$ cat src/rtl/core_dec_pkg.sv
// Shared RV32I decode definitions for the decode/issue stage:
// opcode constants, format enumeration, decoded-instruction record and the decoder.
package core_dec_pkg;

    localparam logic [6:0] OPC_LOAD   = 7'b0000011;
    localparam logic [6:0] OPC_STORE  = 7'b0100011;
    localparam logic [6:0] OPC_BRANCH = 7'b1100011;
    localparam logic [6:0] OPC_OP     = 7'b0110011;
    localparam logic [6:0] OPC_OP_IMM = 7'b0010011;
    localparam logic [6:0] OPC_LUI    = 7'b0110111;
    localparam logic [6:0] OPC_AUIPC  = 7'b0010111;
    localparam logic [6:0] OPC_JAL    = 7'b1101111;
    localparam logic [6:0] OPC_JALR   = 7'b1100111;

    typedef enum logic [2:0] {
        FMT_R   = 3'd0,
        FMT_I   = 3'd1,
        FMT_S   = 3'd2,
        FMT_B   = 3'd3,
        FMT_U   = 3'd4,
        FMT_J   = 3'd5,
        FMT_ILL = 3'd6
    } fmt_e;

    typedef struct packed {
        logic [4:0]  rs1;
        logic [4:0]  rs2;
        logic [4:0]  rd;
        logic        uses_rs1;
        logic        uses_rs2;
        fmt_e        fmt;
        logic        we;
        logic        ld;
        logic        st;
        logic        br;
        logic        jmp;
        logic [3:0]  funct;
        logic [31:0] imm;
    } dec_t;

    function automatic dec_t decode(input logic [31:0] inst);
        dec_t d;
        logic use_rd;
        d       = '0;
        use_rd  = 1'b0;
        d.fmt   = FMT_ILL;
        d.funct = {inst[30], inst[14:12]};
        case (inst[6:0])
            OPC_LOAD:   begin d.fmt = FMT_I; d.ld = 1'b1; d.we = 1'b1; d.uses_rs1 = 1'b1; use_rd = 1'b1; end
            OPC_STORE:  begin d.fmt = FMT_S; d.st = 1'b1; d.uses_rs1 = 1'b1; d.uses_rs2 = 1'b1; end
            OPC_BRANCH: begin d.fmt = FMT_B; d.br = 1'b1; d.uses_rs1 = 1'b1; d.uses_rs2 = 1'b1; end
            OPC_OP:     begin d.fmt = FMT_R; d.we = 1'b1; d.uses_rs1 = 1'b1; d.uses_rs2 = 1'b1; use_rd = 1'b1; end
            OPC_OP_IMM: begin d.fmt = FMT_I; d.we = 1'b1; d.uses_rs1 = 1'b1; use_rd = 1'b1; end
            OPC_LUI,
            OPC_AUIPC:  begin d.fmt = FMT_U; d.we = 1'b1; use_rd = 1'b1; end
            OPC_JAL:    begin d.fmt = FMT_J; d.jmp = 1'b1; d.we = 1'b1; use_rd = 1'b1; end
            OPC_JALR:   begin d.fmt = FMT_I; d.jmp = 1'b1; d.we = 1'b1; d.uses_rs1 = 1'b1; use_rd = 1'b1; end
            default:    d.fmt = FMT_ILL;
        endcase
        case (d.fmt)
            FMT_I:   d.imm = {{20{inst[31]}}, inst[31:20]};
            FMT_S:   d.imm = {{20{inst[31]}}, inst[31:25], inst[11:7]};
            FMT_B:   d.imm = {{19{inst[31]}}, inst[31], inst[7], inst[30:25], inst[11:8], 1'b0};
            FMT_U:   d.imm = {inst[31:12], 12'b0};
            FMT_J:   d.imm = {{11{inst[31]}}, inst[31], inst[19:12], inst[20], inst[30:21], 1'b0};
            default: d.imm = '0;
        endcase
        d.rs1 = d.uses_rs1 ? inst[19:15] : 5'd0;
        d.rs2 = d.uses_rs2 ? inst[24:20] : 5'd0;
        d.rd  = use_rd     ? inst[11:7]  : 5'd0;
        d.we  = d.we && (d.rd != 5'd0);
        return d;
    endfunction

endpackage

$ cat src/rtl/core_dec_issue_fifo.sv
// Instruction queue between fetch and decode: circular buffer with occupancy count
// and synchronous clear.
module core_dec_fifo #(
    parameter int unsigned WIDTH = 64,
    parameter int unsigned DEPTH = 4
) (
    input  logic                     clk,
    input  logic                     rst_n,
    input  logic                     clr,
    input  logic                     push,
    input  logic                     pop,
    input  logic [WIDTH-1:0]         wdata,
    output logic [WIDTH-1:0]         rdata,
    output logic [$clog2(DEPTH):0]   count,
    output logic                     empty
);
    localparam int unsigned AW = $clog2(DEPTH);
    localparam int unsigned CW = AW + 1;

    logic [WIDTH-1:0] mem [DEPTH];
    logic [AW-1:0]    wr_ptr;
    logic [AW-1:0]    rd_ptr;
    logic             do_push;
    logic             do_pop;

    assign empty   = (count == '0);
    assign do_push = push && (count != CW'(DEPTH));
    assign do_pop  = pop && !empty;
    assign rdata   = mem[rd_ptr];

    always_ff @(posedge clk or negedge rst_n) begin
        if (!rst_n) begin
            wr_ptr <= '0;
            rd_ptr <= '0;
            count  <= '0;
        end else if (clr) begin
            wr_ptr <= '0;
            rd_ptr <= '0;
            count  <= '0;
        end else begin
            if (do_push) wr_ptr <= wr_ptr + AW'(1);
            if (do_pop)  rd_ptr <= rd_ptr + AW'(1);
            case ({do_push, do_pop})
                2'b10:   count <= count + CW'(1);
                2'b01:   count <= count - CW'(1);
                default: count <= count;
            endcase
        end
    end

    always_ff @(posedge clk) begin
        if (do_push) mem[wr_ptr] <= wdata;
    end

endmodule

$ cat src/rtl/core_dec_issue.sv
// Decode/issue stage: queues fetched RV32I words, decodes the queue head and issues
// into a registered output slot, inserting one bubble on a load-use dependency.
module core_dec_issue
    import core_dec_pkg::*;
#(
    parameter int unsigned XLEN  = 32,
    parameter int unsigned DEPTH = 4,
    parameter int unsigned CNT_W = 16
) (
    input  logic             clk,
    input  logic             rst_n,
    input  logic             dec_kill,
    input  logic             if_valid,
    input  logic [31:0]      if_inst,
    input  logic [XLEN-1:0]  if_pc,
    output logic             if_ready,
    input  logic             ex_ready,
    output logic             ex_valid,
    output logic [XLEN-1:0]  ex_pc,
    output logic [4:0]       ex_rs1,
    output logic [4:0]       ex_rs2,
    output logic [4:0]       ex_rd,
    output logic [XLEN-1:0]  ex_imm,
    output logic [2:0]       ex_fmt,
    output logic             ex_we,
    output logic             ex_ld,
    output logic             ex_st,
    output logic             ex_br,
    output logic             ex_jmp,
    output logic [3:0]       ex_funct,
    output logic [CNT_W-1:0] stall_cnt
);
    localparam int unsigned QW = XLEN + 32;
    localparam int unsigned CW = $clog2(DEPTH) + 1;

    logic [QW-1:0] q_rdata;
    logic [CW-1:0] q_count;
    logic          q_empty;
    logic          rdy_en;
    logic          push;
    logic          hazard;
    logic          issue;
    logic          bubble;
    dec_t          head;

    // if_ready is gated by a flop so it stays low throughout reset and rises one edge later
    assign if_ready = rdy_en && (q_count < CW'(DEPTH));
    assign push     = if_valid && if_ready;
    assign head     = decode(q_rdata[31:0]);
    assign hazard   = !q_empty && ex_valid && ex_ld && (ex_rd != 5'd0) &&
                      ((head.uses_rs1 && head.rs1 == ex_rd) ||
                       (head.uses_rs2 && head.rs2 == ex_rd));
    assign issue    = !q_empty && (!ex_valid || ex_ready) && !hazard;
    assign bubble   = hazard && ex_ready && !dec_kill;

    core_dec_fifo #(
        .WIDTH (QW),
        .DEPTH (DEPTH)
    ) u_fifo (
        .clk   (clk),
        .rst_n (rst_n),
        .clr   (dec_kill),
        .push  (push),
        .pop   (issue),
        .wdata ({if_pc, if_inst}),
        .rdata (q_rdata),
        .count (q_count),
        .empty (q_empty)
    );

    always_ff @(posedge clk or negedge rst_n) begin
        if (!rst_n) begin
            rdy_en    <= 1'b0;
            ex_valid  <= 1'b0;
            ex_pc     <= '0;
            ex_rs1    <= '0;
            ex_rs2    <= '0;
            ex_rd     <= '0;
            ex_imm    <= '0;
            ex_fmt    <= '0;
            ex_we     <= 1'b0;
            ex_ld     <= 1'b0;
            ex_st     <= 1'b0;
            ex_br     <= 1'b0;
            ex_jmp    <= 1'b0;
            ex_funct  <= '0;
            stall_cnt <= '0;
        end else begin
            rdy_en <= 1'b1;
            if (dec_kill) begin
                ex_valid <= 1'b0;
            end else if (issue) begin
                ex_valid <= 1'b1;
                ex_pc    <= q_rdata[QW-1:32];
                ex_rs1   <= head.rs1;
                ex_rs2   <= head.rs2;
                ex_rd    <= head.rd;
                ex_imm   <= XLEN'($signed(head.imm));
                ex_fmt   <= head.fmt;
                ex_we    <= head.we;
                ex_ld    <= head.ld;
                ex_st    <= head.st;
                ex_br    <= head.br;
                ex_jmp   <= head.jmp;
                ex_funct <= head.funct;
            end else if (ex_ready) begin
                ex_valid <= 1'b0;
            end
            if (bubble && stall_cnt != '1) stall_cnt <= stall_cnt + CNT_W'(1);
        end
    end

endmodule

$ cat config.mk
export PLATFORM = sky130hd
export DESIGN_NAME = core_dec_issue
export DESIGN_NICKNAME = d
export VERILOG_FILES = /design/src/rtl/core_dec_pkg.sv /design/src/rtl/core_dec_issue_fifo.sv /design/src/rtl/core_dec_issue.sv
export SDC_FILE = /design/constraint.sdc
export NUM_CORES = 1
export LEC_CHECK = 0
export CAP_MARGIN = 15
export CORE_MARGIN = 3
export CORE_UTILIZATION = 62
export CTS_BUF_LIST = sky130_fd_sc_hd__clkbuf_4
export DETAILED_ROUTE_END_ITERATION = 6
export PLACE_DENSITY = 0.84
export RECOVER_POWER = 100
export SLEW_MARGIN = 15
export SYNTH_ARGS = -nofsm -noshare
export SYNTH_HDL_FRONTEND = slang
export SYNTH_SLANG_ARGS = --single-unit
$ cat constraint.sdc
create_clock -name clk -period 9.38 [get_ports clk]
set_clock_uncertainty 0.1 [all_clocks]
set_input_delay 2.814 -clock clk [delete_from_list [all_inputs] [get_ports clk]]
set_output_delay 2.814 -clock clk [all_outputs]
set_load 0.02 [all_outputs]
== After elaboration in Yosys (flattened, before gate mapping) ==
Memories as Yosys holds them, arrays and structs flattened.
Cells that the tools add are included.

* Output and inout port bits: 109
* Memory bits (writable): 256
* Register bits: 116
* Memories kept: 1

{| class="wikitable"
|+ Memory list
! name !! depth !! bits a word !! rd ports !! clocked after Yosys merged registers in !! write ports !! line !! RTL
|-
| u_fifo.mem || 4 || 64 || 1 || 0 || 1 || core_dec_issue_fifo.sv:20 || <nowiki>logic [WIDTH-1:0] mem [DEPTH];</nowiki>
|}

* Muxes and demuxes: 23
* $add $sub $neg: 5
* Eq/ne operators: 20
* Reduce and logical (&&, ||, !) cells: 36
* Order comparisons: 1
* Bitwise gates (word level): 1

{| class="wikitable"
|+ Operator list
! cell !! count
|-
| 32-bit case mux with 5 select lines || 1
|-
| 7-bit by 6-bit equality test with 1-bit output (second input constant) || 3
|-
| 7-bit equality test (second input constant) || 3
|-
| 3-bit case mux with 6 select lines || 1
|-
| 16-bit by 1-bit adder with 16-bit output (second input constant) || 1
|-
| 1-bit logical AND || 16
|-
| 16-bit inequality test (second input constant) || 1
|-
| 5-bit 2-to-1 mux || 3
|-
| 7-bit by 5-bit equality test with 1-bit output (second input constant) || 2
|-
| 1-bit 2-to-1 mux || 12
|-
| 5-bit equality test || 2
|-
| 5-bit nonzero test || 2
|-
| 2-bit 2-to-1 mux || 4
|-
| 7-bit by 2-bit equality test with 1-bit output (second input constant) || 1
|-
| 7-bit OR reduction || 1
|-
| 3-bit by 2-bit equality test with 1-bit output (second input constant) || 2
|-
| 3-bit equality test (second input constant) || 2
|-
| 3-bit case mux with 2 select lines || 1
|-
| 3-bit nonzero test || 2
|-
| 3-bit OR reduction || 2
|-
| 6-bit OR reduction || 1
|-
| 2-bit by 1-bit adder with 2-bit output (second input constant) || 2
|-
| 1-bit zero test || 4
|-
| 2-bit nonzero test || 2
|-
| 13 further kinds || 15
|}

== Longest topological paths before layout ==
An unclocked memory read counts as a cell.

* Word-level depth: 15
* Gate-level depth with buffers: 14
* Gate-level depth less buffers: 11

== Hierarchy ==
From an unflattened synthesis, not the netlist that was laid out.

* Cells, all modules: 827
* Area total of the unflattened synthesis: 14888.0 µm²

{| class="wikitable"
|+ Modules (own cells, without submodules)
! module !! times used !! seq. area each (µm²) !! area each (µm²) !! cells an instance
|-
| core_dec_fifo || 1 || 7862.5 || 9780.6 || 395
|-
| core_dec_issue || 1 || 2727.6 || 5107.4 || 432
|}

== Worst setup path after synthesis ==
Ideal clock, no wire load.

* Kind: input port to flip-flop
* Start: input port if_valid
* End: memory u_fifo.mem[3][0] (enable)
* Arrival: 4.369 ns
* Stages: 1
* Slack: 4.482 ns
* Data required time: 8.851 ns
* Cells stage by stage: and3_1

* Word-level cells in the longest chain between the ends: 4

{| class="wikitable"
|+ RTL lines
! what !! line !! RTL
|-
| start, declared || core_dec_issue.sv:13 || <nowiki>input logic if_valid,</nowiki>
|-
| 1-bit logical AND || core_dec_issue.sv:48 || <nowiki>assign push = if_valid && if_ready;</nowiki>
|-
| 1-bit logical AND || core_dec_issue_fifo.sv:27 || <nowiki>assign do_push = push && (count != CW'(DEPTH));</nowiki>
|-
| 1-bit 2-to-1 mux || core_dec_issue_fifo.sv:52 || <nowiki>if (do_push) mem[wr_ptr] <= wdata;</nowiki>
|-
| 1-bit 2-to-1 mux (implied by the code) || core_dec_issue_fifo.sv:52 ||
|-
| end, declared || core_dec_issue_fifo.sv:20 ||
|}

No other way between the ends.

== Worst setup path after layout ==
* Start: input port if_valid
* End: memory u_fifo.mem[0][29] (enable)

Same word-level chain as after synthesis.

==> summary.txt <==
Number of global-route vias before repair = 9118
Std-Cell Rows = 56
Num CTS Buffers = 90
Clock sink count = 372
Worst Path Required = 9.48 ns
Finished Core Util = 75.7%
Tcrit/Tclk final = 70.5%
Final Hold Viols = 0
Initial antenna violation count = 9
Starting DRT DRC Count = 789
Placed inst area = 17000 sq um
Initial core utilization = 63.5%
Worst hold margin = 0.387 ns
Worst setup EP type = register
Grt total ovfl = 0
DRT Pass-1 Iters = 5
Post-synthesis cell type count = 55
Core area = 23600 sq um
Average vias per placed instance = 5.84
Static Leak = 6.88 nW
Final setup TNS = 0 ns
WP data arrival = 6.72 ns
FF+latch count, synth = 372
First-pass GRT wire length = 50500 microns
Mapped Area = 15000 sq um
Clock Tree Buf Depth = 3
Die Y = 161 microns
Peak Freq = 151 MHz
Gr usage total = 25.4%
Mean Syn Cell Area = 18.2 sq um
PD cells = 262 nW/um^2
Final setup violation count = 0
RePlAce Congestion = 0.854
Reg clk slew, reported paths = 0.06 ns
Largest net degree at the start of global routing = 74
CP max FO = 51
Cts repair resizes = 0
Post-synth EDFFs = 256
Synth top area cells = edfxtp_1 51%, dfrtp_1 19%, mux4_2 9.5%, mux2_4 5.4%, nand2_1 1.6%
Synth cell count leaders = 256 x edfxtp_1, 116 x dfrtp_1, 65 x nand2_1
Most common cell in the synthesized netlist = edfxtp_1
Slew @ Worst Pin = 4.18 ns
Root Buffer = clkbuf_4
Synth Net Count = 900
Final min period = 6.61 ns
VDD IR max = 0.164 mV
ANT nets after route = 0
Post-CTS Setup Bufs = 0
Unrepaired setup endpoints after global routing = no
Drt drc = 0
Filler instances = 1482
Die Width = 161 microns
Buffers added on ports = 177
Worst slew margin = -179%
IO Pins = 178
WS Path Type = in -> reg
Failing checks = max-capacitance violations, max-slew violations
Syn Inst Count = 825
Layout Nets = 1139
Status = complete, but fails checks
DR vias = 8533
CTS tree = yes
Pwr Total = 4.68 mW
Hold buffers post-CTS = 0
Max Cap Violations = 6
Startpoint Class = input pin
Dominant register cell in the synthesized netlist = edfxtp_1
Ys Warns = 0
DP Wirelength = 20200 microns
Total number of H-tree levels = 3
Worst-skew pair later-pin latency = 0.71 ns
Final WL = 32300 microns
Share of cells above drive strength 1 = 20.1%
Largest area contributor in the netlist = edfxtp_1
Sequential area share after synthesis = 70.6%
Asr flop ratio synth = 31.2%
Post-synth top area share = 51.3%
Syn-to-layout area delta = 19.3%
Max Slew Vio Count = 354
Full die area = 26100 sq um
Hold crit path type = reg -> reg
Routed len/inst = 22.1 microns
Final instance area = 17900 sq um
## cell families (layout without fill, tap and decap cells)
family	after synthesis	in the layout	share of synthesized area (%)
flops	372	372	70.6
simple gates	156	156	5.30
mux	139	139	16.5
compound gates	73	73	3.22
buf+inv	53	367	2.35
xor+xnor	25	25	1.46
fa+ha+maj	6	6	0.551
other cells	1	3	0.0250
## per-stage QoR
step	instances	setup WS [ns]
floorplan	825	4.48
global placement	1291	3.32
detailed placement	1291	3.24
CTS	1458	3.91
global route	1460	1.92
finish	1460	2.77
## final cells by class
type | instances | area (sq um) | share of cell area, %
diodes | 2 | 5.00 | 0.0280
clock buffers | 141 | 1060 | 5.92
clock inverters | 26 | 134 | 0.749
inverters | 15 | 56.3 | 0.315
multi-input cells | 400 | 3820 | 21.4
flip-flops and latches | 372 | 10600 | 59.2
well taps | 319 | 399 | 2.23
repair buffers | 185 | 1820 | 10.2
## power by group
| group | leakage (nW) | switching [mW] | internal (mW) |
|---|---|---|---|
| logic | 2.34 | 0.665 | 0.548 |
| clock network | 0.719 | 0.615 | 0.714 |
| registers | 3.82 | 0.162 | 1.98 |
## routing by layer
metal / routed length (microns) / up-vias / track usage (%) / share of wire [%]
li1: - / 3745 / - / -
met5: 90 / - / 0 / 0.28
met1: 12900 / 4322 / 32.8 / 40
met4: 775 / 14 / 9.23 / 2.4
met2: 15900 / 378 / 41.3 / 49
met3: 2580 / 74 / 7.90 / 8.0
## final timing paths
path / start / to / slack [ns] / cells after the start
setup reg to reg: u_fifo.rd_ptr[0]$_DFFE_PN0P_ / ex_pc[8]$_DFFE_PN0P_ / 2.89 / 9
setup / recovery: if_valid / u_fifo.mem[0][29]$_DFFE_PP_ / 2.77 / 3
hold reg to reg: ex_imm[24]$_DFFE_PN0P_ / ex_imm[24]$_DFFE_PN0P_ / 0.39 / 1
min in group asynchronous: rst_n / rdy_en$_DFF_PN0_ / 3.48 / 1
max in group asynchronous: rst_n / u_fifo.rd_ptr[1]$_DFFE_PN0P_ / 2.78 / 1
hold / removal: ex_imm[24]$_DFFE_PN0P_ / ex_imm[24]$_DFFE_PN0P_ / 0.39 / 1
## sequential cells by signal (all words and copies together), names as in the netlist
name and count:
ex_imm 32, ex_jmp 1, ex_pc 32, ex_rs2 5, rdy_en 1, u_fifo.rd_ptr 2, stall_cnt 16, ex_ld 1
u_fifo.wr_ptr 2, ex_fmt 3, ex_rs1 5, ex_funct 4, ex_valid 1, u_fifo.mem 256, u_fifo.count 3, ex_br 1
ex_rd 5, ex_we 1, ex_st 1
## worst max-delay path, stage by stage
cell,delay (ns)
dlygate4sd3_1,0.64
and3_1,0.76
clkbuf_1,2.42
## placed cells by master (no fill, tap or decap), drive strengths merged, types with 2 or more instances in the layout
| cell type | instances |
|---|---|
| a22o | 6 |
| diode | 2 |
| dlygate4sd3 | 174 |
| mux4 | 63 |
| edfxtp | 256 |
| nand3 | 9 |
| nand4 | 3 |
| nand2 | 65 |
| and2 | 2 |
| dfrtp | 116 |
| nor3 | 15 |
| clkdlybuf4s50 | 2 |
| xnor2 | 15 |
| buf | 6 |
| mux2i | 9 |
| and3 | 4 |
| a21oi | 14 |
| clkinv | 23 |
| o211ai | 4 |
| nand2b | 4 |
| nor4 | 9 |
| o22ai | 2 |
| xor2 | 10 |
| nor2 | 21 |
| nor2b | 12 |
| inv | 17 |
| or3 | 6 |
| or4 | 2 |
| o21ai | 21 |
| mux2 | 67 |
| o31ai | 18 |
| clkbuf | 144 |
| ha | 5 |
Power figures use the tool's default switching activity.
